### config.mk
export PLATFORM = sky130hd
export DESIGN_NAME = fetch_stage
export DESIGN_NICKNAME = d
export VERILOG_FILES = /design/src/rtl/mips_pkg.sv /design/src/rtl/if_id_reg.sv /design/src/rtl/fetch_stage.sv
export SDC_FILE = /design/constraint.sdc
export NUM_CORES = 1
export LEC_CHECK = 0
export ABC_AREA = 1
export CORE_MARGIN = 2
export CORE_UTILIZATION = 30
export CTS_BUF_LIST = sky130_fd_sc_hd__clkbuf_4 sky130_fd_sc_hd__clkbuf_8
export CTS_CLUSTER_DIAMETER = 120
export CTS_CLUSTER_SIZE = 8
export DETAILED_ROUTE_END_ITERATION = 12
export PLACE_DENSITY = 0.59
export REMOVE_ABC_BUFFERS = 1
export SYNTH_ARGS = -nofsm -noshare
export SYNTH_HDL_FRONTEND = slang
export SYNTH_SLANG_ARGS = --single-unit
export TNS_END_PERCENT = 20
### constraint.sdc
create_clock -name clk -period 7.23 [get_ports clk]
set_input_delay 1.0845 -clock clk [delete_from_list [all_inputs] [get_ports clk]]
set_output_delay 1.0845 -clock clk [all_outputs]
set_load 0.03 [all_outputs]
### src/rtl/mips_pkg.sv
// Shared definitions for the MIPS soft core front end: reset defaults,
// the canonical NOP, fetch FSM encoding and word alignment.
package mips_pkg;

  localparam logic [31:0] RESET_PC_DEFAULT  = 32'h0000_0000;
  localparam logic [31:0] NOP_INSTR_DEFAULT = 32'h0000_0000;
  localparam logic [31:0] WORD_ALIGN_MASK   = 32'hFFFF_FFFC;

  typedef enum logic [1:0] {
    S_REQ   = 2'd0,
    S_HOLD  = 2'd1,
    S_DRAIN = 2'd2
  } fetch_state_t;

  function automatic logic [31:0] word_align(input logic [31:0] addr);
    return addr & WORD_ALIGN_MASK;
  endfunction

endpackage

### src/rtl/if_id_reg.sv
// IF/ID pipeline register with flush > load > bubble > hold priority.
// A bubble only drops valid; a flush also replaces the word with a NOP.
module if_id_reg import mips_pkg::*; #(
  parameter logic [31:0] NOP = NOP_INSTR_DEFAULT
) (
  input  logic        clk,
  input  logic        rst,
  input  logic        load,
  input  logic        flush,
  input  logic        bubble,
  input  logic [31:0] instr_in,
  input  logic [31:0] pc4_in,
  output logic        valid,
  output logic [31:0] instr,
  output logic [31:0] pc4
);

  // pipeline register update
  always_ff @(posedge clk or posedge rst) begin
    if (rst) begin
      valid <= 1'b0;
      instr <= NOP;
      pc4   <= 32'h0000_0000;
    end else if (flush) begin
      valid <= 1'b0;
      instr <= NOP;
    end else if (load) begin
      valid <= 1'b1;
      instr <= instr_in;
      pc4   <= pc4_in;
    end else if (bubble) begin
      valid <= 1'b0;
    end else begin
      valid <= valid;
    end
  end

endmodule

### src/rtl/fetch_stage.sv
// Instruction-fetch stage: owns the PC, runs the imem req/ack handshake,
// buffers one fetched word while stalled and discards fetches made stale by a redirect.
module fetch_stage import mips_pkg::*; #(
  parameter logic [31:0] RESET_PC  = RESET_PC_DEFAULT,
  parameter logic [31:0] NOP_INSTR = NOP_INSTR_DEFAULT
) (
  input  logic        clk,
  input  logic        rst,
  input  logic        stall,
  input  logic        redirect,
  input  logic [31:0] redirect_pc,
  output logic [31:0] pc_out,
  input  logic [31:0] pc_plus4_in,
  output logic        imem_req,
  output logic [31:0] imem_addr,
  input  logic        imem_ack,
  input  logic [31:0] imem_rdata,
  output logic        if_id_valid,
  output logic [31:0] if_id_instr,
  output logic [31:0] if_id_pc4
);

  fetch_state_t state, state_nx;
  logic [31:0]  pc, pc_nx;
  logic         req, req_nx;
  logic [31:0]  addr, addr_nx;
  logic [31:0]  skid_instr, skid_instr_nx;
  logic [31:0]  skid_pc4, skid_pc4_nx;
  logic         ack;
  logic         ifid_load, ifid_flush, ifid_bubble;
  logic [31:0]  ifid_instr_in, ifid_pc4_in;

  // state, PC, request and skid registers
  always_ff @(posedge clk or posedge rst) begin
    if (rst) begin
      state      <= S_REQ;
      pc         <= RESET_PC;
      req        <= 1'b0;
      addr       <= RESET_PC;
      skid_instr <= NOP_INSTR;
      skid_pc4   <= 32'h0000_0000;
    end else begin
      state      <= state_nx;
      pc         <= pc_nx;
      req        <= req_nx;
      addr       <= addr_nx;
      skid_instr <= skid_instr_nx;
      skid_pc4   <= skid_pc4_nx;
    end
  end

  // next-state and IF/ID control; redirect outranks stall and ack
  always_comb begin
    state_nx      = state;
    pc_nx         = pc;
    req_nx        = req;
    addr_nx       = addr;
    skid_instr_nx = skid_instr;
    skid_pc4_nx   = skid_pc4;
    ifid_load     = 1'b0;
    ifid_flush    = 1'b0;
    ifid_bubble   = 1'b0;
    ifid_instr_in = imem_rdata;
    ifid_pc4_in   = pc_plus4_in;
    ack           = imem_ack & req;

    if (redirect) begin
      pc_nx         = word_align(redirect_pc);
      ifid_flush    = 1'b1;
      skid_instr_nx = NOP_INSTR;
      skid_pc4_nx   = 32'h0000_0000;
      if (req && !ack) begin
        // memory still owes us a word at the old address: swallow it first
        state_nx = S_DRAIN;
      end else begin
        req_nx   = 1'b1;
        addr_nx  = word_align(redirect_pc);
        state_nx = S_REQ;
      end
    end else begin
      case (state)
        S_REQ: begin
          if (!req) begin
            req_nx      = 1'b1;
            addr_nx     = pc;
            ifid_bubble = !stall;
          end else if (ack) begin
            pc_nx = pc_plus4_in;
            if (!stall) begin
              ifid_load = 1'b1;
              addr_nx   = pc_plus4_in;
            end else begin
              skid_instr_nx = imem_rdata;
              skid_pc4_nx   = pc_plus4_in;
              req_nx        = 1'b0;
              state_nx      = S_HOLD;
            end
          end else begin
            ifid_bubble = !stall;
          end
        end
        S_HOLD: begin
          if (!stall) begin
            ifid_load     = 1'b1;
            ifid_instr_in = skid_instr;
            ifid_pc4_in   = skid_pc4;
            req_nx        = 1'b1;
            addr_nx       = pc;
            state_nx      = S_REQ;
          end else begin
            state_nx = S_HOLD;
          end
        end
        S_DRAIN: begin
          if (ack) begin
            addr_nx  = pc;
            state_nx = S_REQ;
          end else begin
            state_nx = S_DRAIN;
          end
        end
        default: begin
          req_nx   = 1'b0;
          addr_nx  = pc;
          state_nx = S_REQ;
        end
      endcase
    end
  end

  if_id_reg #(
    .NOP (NOP_INSTR)
  ) u_if_id (
    .clk      (clk),
    .rst      (rst),
    .load     (ifid_load),
    .flush    (ifid_flush),
    .bubble   (ifid_bubble),
    .instr_in (ifid_instr_in),
    .pc4_in   (ifid_pc4_in),
    .valid    (if_id_valid),
    .instr    (if_id_instr),
    .pc4      (if_id_pc4)
  );

  assign pc_out    = pc;
  assign imem_req  = req;
  assign imem_addr = addr;

endmodule

; Yosys cells after proc, flatten, opt, wreduce, memory -nomap -nowiden
; Index checks and enable logic that the tools add are counted.
[totals]
ff_bits = 196
inputBits = 101
output_inout_bits = 130
elab_cells = 91
[classes]
eq_ne = 11
muxes = 55
bitwise = 2
reduce_logical = 14
[ops]
columns = operator, n
row1 = $mux 32, 27
row2 = $pmux 32 s3, 1
row3 = $mux 1, 18
row4 = $ne 3x3->1 const B, 5
row5 = $mux 2, 6
row6 = $reduce_and 3->1, 3
row7 = $ne 4x4->1 const B, 2
row8 = $reduce_bool 2->1, 4
row9 = $pmux 2 s3, 1
row10 = $reduce_and 5->1, 1
row11 = $ne 2x2->1 const B, 2
row12 = $pmux 1 s3, 1
row13 = $reduce_bool 3->1, 1
row14 = $eq 2x1->1 const B, 1
row15 = $eq 2x2->1 const B, 1
row16 = $logic_not 1->1, 2
row17 = $logic_not 2->1, 1
row18 = $pmux 1 s2, 1
row19 = $reduce_and 2->1, 1
row20 = $and 1x1->1, 1
row21 = $logic_and 1x1->1, 1
row22 = $not 1->1, 1

; Longest topological paths before layout
[depth]
word_depth = 8
mapped_depth = 9
depth_no_buf = 7

; By module
; From an unflattened synthesis, not the netlist that was laid out.
[unflattened]
hier_cells = 1383
hier_area_um2 = 10092.2
[by_module_without_submodules]
columns = mod, instances, cells_each, area_per_inst_um2, seq_area_each_um2
row1 = fetch_stage, 1, 1099, 7538.5, 3278.1
row2 = if_id_reg, 1, 284, 2553.7, 1626.6

; Worst setup path after synthesis
; OpenSTA, ideal clock, no wires.
[synth_path]
path_type = in2reg
startpoint = in stall
endpoint = reg u_if_id.pc4[0]
setup_time_ns = 0.124
arrival_ns = 1.980
required_time_ns = 7.106
setup_slack_ns = 5.126
cell_stages = 8
n_path_buf = 2
cell_sequence = buf_2 > nor2_1 > nand2_2 > nor2_4 > inv_2 > buf_2 > nand2_1 > nand2_1
[synth_between]
elab_chain_cells = 6
word_cells_on_any_way = 9
cone_classes = mux: 8 / reduce/logical: 1
[synth_lines]
columns = item, line
row1 = start: declaration, fetch_stage.sv:9  ; input logic stall,
row2 = $mux 1, "fetch_stage.sv:89, fetch_stage.sv:103"
row3 = $mux 1, fetch_stage.sv:87  ; end else if (ack) begin
row4 = $mux 1, fetch_stage.sv:83  ; if (!req) begin
row5 = $pmux 1 s2, fetch_stage.sv:81  ; case (state)
row6 = $mux 1, fetch_stage.sv:67  ; if (redirect) begin
row7 = $reduce_and 2->1 (no line), -
row8 = end signal: assignment, if_id_reg.sv:30  ; pc4 <= pc4_in;
row9 = end: declaration, if_id_reg.sv:15  ; output logic [31:0] pc4
; Parallel ways exist; a longest one is shown, timed or not.
; A chain may end at the register's enable or synchronous reset.

; Worst setup path in the final report
[layout_path]
startpoint = in imem_ack
endpoint = reg u_if_id.instr[31]
[layout_between]
elab_chain_cells = 6
[layout_lines]
columns = item, line
row1 = start: declaration, fetch_stage.sv:16  ; input logic imem_ack,
row2 = $and 1x1->1, fetch_stage.sv:65  ; ack = imem_ack & req;
row3 = $mux 1, fetch_stage.sv:87
row4 = $mux 1, fetch_stage.sv:83
row5 = $pmux 1 s2, fetch_stage.sv:81
row6 = $mux 1, fetch_stage.sv:67
row7 = $reduce_bool 2->1 (no line), -
row8 = end signal: assignment, if_id_reg.sv:29  ; instr <= instr_in;
row9 = end: declaration, if_id_reg.sv:14  ; output logic [31:0] instr,
; Every way passes these cells.

==> reports/results.ini <==
[synth]
yosys_register_bits=196
synthFlopType=dfrtp_1
async_flop_share_pct=100
yosys-top-cells-count=485 x nand2_1, 196 x dfrtp_1, 130 x nand3_1
synth_top_area_share_pct=50.1
ys_warn_count=0
synth_edf_count=0
synth.distinct_cells=20
synth.cell_area_mm2=0.00979
synth_top_cell_by_area=dfrtp_1
syn_inst=1285
syn_area_per_cell_um2=7.62
synthTopCellsByArea=dfrtp_1 50%, nand2_1 19%, nand3_1 6.6%
yosysMostFrequentCell=nand2_1
synth-seq-area-share_pct=50.1

[drt]
wl_met3_um=2160
routed_wl_um=32300
drt_iter0_drc=654
drt-met1-wl_um=14700
drt_pass1_iterations=7
via_count=9228
wl_met2_um=15100
top_layer_used=met5
vias_per_cell=4.83
ant_nets=0
drc=0
wl_per_cell_um=16.9

[grt]
first_global_vias=9122
grt.total_usage_pct=19.3
grt-ovfl-total=0
antenna_found_initial=3
grt_pass1_wl_um=51300
grt_max_degree=139

[worst_setup_path]
worstSetupEndpointType=flop
required_ns=7.59
critPathMostFrequentCell=nand2_1
worstSetupPathType=input port to flop
cp_max_fo=64
crit_path_start_kind=input port
cpPeakStageDelay_ns=0.69
critPathSlowestCell=buf_4
worstPathArrival_ns=4.15
crit_chain=clkdlybuf4s50_1, nand2_1, nand2_1, nand2_2, nor2_4, buf_4, inv_2, o21ai_0

[sta]
finalCritPeriodShare_pct=52.4
drv_slew=0
rsz0062_at_grt=false
layout_min_cycle_time_ns=3.79
fmax_mhz=264
setup_viol=0
worst_pin_slew_ns=1.13
finClkSkew_ns=0.0194
finalHoldViolations=0
slew_headroom_pct=24.8
setup_tns_ns=0

[min_path]
hp-class=flop to flop

[cts]
cts-root-buf=clkbuf_8
cts_hold_repair.buffers=0
cts_sinks=196
post_cts_buffers=0
cts_buffer_depth=2
h-tree-depth=4
path_clk_slew_ns=0.11
cts_buffers=17
clk-insertion-delay-late_ns=0.47
tritoncts=done
cts_resized=0

[cells_and_area]
area_growth_pct=30.2
drive_above_1_share_pct=6.07
regArea_mm2=0.00491
multi_input_area_mm2=0.00410
layout.nets=1556
num-fill-cells=3346

[power]
vdd_drop_max_v=0.000109
power_density_mw_per_mm2=300
power_uw=3830
power.leakage_uw=0.00601

[floorplanning]
fp-row-count=66
fp.dieW_um=185
ioPinCount=231
die_y_um=185
die-area_mm2=0.0341
core_area_mm2=0.0324
start_util_pct=30.3

[placement]
io_buffers=228
place.gp.congestion=0.748
hpwl_um=18700

[run]
cap_violations=0

[outcome]
status=complete, no violations

[layout make-up]
| class | instances | area share, % |
|---|---|---|
| Sequential cell | 196 | 38.5 |
| Multi-Input combinational cell | 894 | 32.1 |
| Timing Repair Buffer | 240 | 18.5 |
| Tap cell | 442 | 4.34 |
| Inverter | 106 | 3.18 |
| Clock buffer | 18 | 1.89 |
| Clock inverter | 12 | 1.42 |
| Antenna cell | 1 | 0.0196 |
[metal layers]
metal | up-vias | track usage (%)
met5 | - | 0
met4 | 4 | 4.25
met3 | 22 | 3.91
met2 | 328 | 32.2
met1 | 4400 | 25.9
li1 | 4474 | -
[critical path, delay by kind of cell]
kind,cells,cell delay (ns)
AND/OR/NAND/NOR,4,0.99
buffers and inverters,3,1.75
AO/OA/AOI/OAI,1,0.28
[placed cells by master, fill, tap and decap left out, types with 2 or more instances in the layout]
cell type,netlist,final
bufinv_16,0,4
buf_4,7,13
nand3_1,130,130
inv_6,0,2
nand2_2,2,2
inv_2,5,5
inv_1,101,100
a21oi_1,34,33
nor2_4,3,3
o21ai_1,15,15
o22ai_1,3,3
o21ai_0,121,121
clkbuf_8,0,17
or2_2,31,31
o211ai_1,61,61
clkdlybuf4s50_1,0,226
nor2_1,7,7
dfrtp_1,196,195
clkinvlp_4,0,4
nand2_1,485,485
[final timing paths]
path,endpoint,slack (ns),cells past startpoint,start
min reg2reg,imem_addr[7],0.49,2,imem_addr[7]
min in group asynchronous,u_if_id.instr[8],1.21,2,rst
max,u_if_id.instr[31],3.44,8,imem_ack
max reg2reg,u_if_id.instr[31],3.65,8,imem_req
max in group asynchronous,skid_pc4[26],4.61,3,rst
min,imem_addr[7],0.49,2,imem_addr[7]
[sequential cells by signal, summed over array words and instances (netlist names)]
signal	count
state	2
u_if_id.instr	32
skid_pc4	32
skid_instr	32
u_if_id.valid	1
imem_req	1
u_if_id.pc4	32
imem_addr	32
pc_out	32
[cell families after synthesis]
kind of cell    Yosys count  share of synthesized area (%)
compound gates          235                           13.6
buf+inv                 195                           8.27
flops                   196                           50.1
simple gates            659                           28.0
[where the power goes]
group          switching, uW  internal (uW)  total (uW)
Sequential               143           1330        1480
Clock                    431            380         811
Combinational            975            563        1540
[per-stage QoR]
stage | cells | hold WS, ns | setup WS [ns] | utilization, % | cell area [um2]
global route | 1909 | 0.508 | 3.21 | 39.4 | 12800
finish | 1909 | 0.487 | 3.44 | 39.4 | 12800
floorplan | 1196 | 0.448 | 0.805 | - | 9380
CTS | 1908 | 0.493 | 3.43 | 39.4 | 12800
detailed placement | 1878 | 0.464 | 2.93 | 38.1 | 12300
global placement | 1878 | 0.461 | 2.92 | 38.1 | 12300
Note: power is estimated with default switching activity, not from simulation.
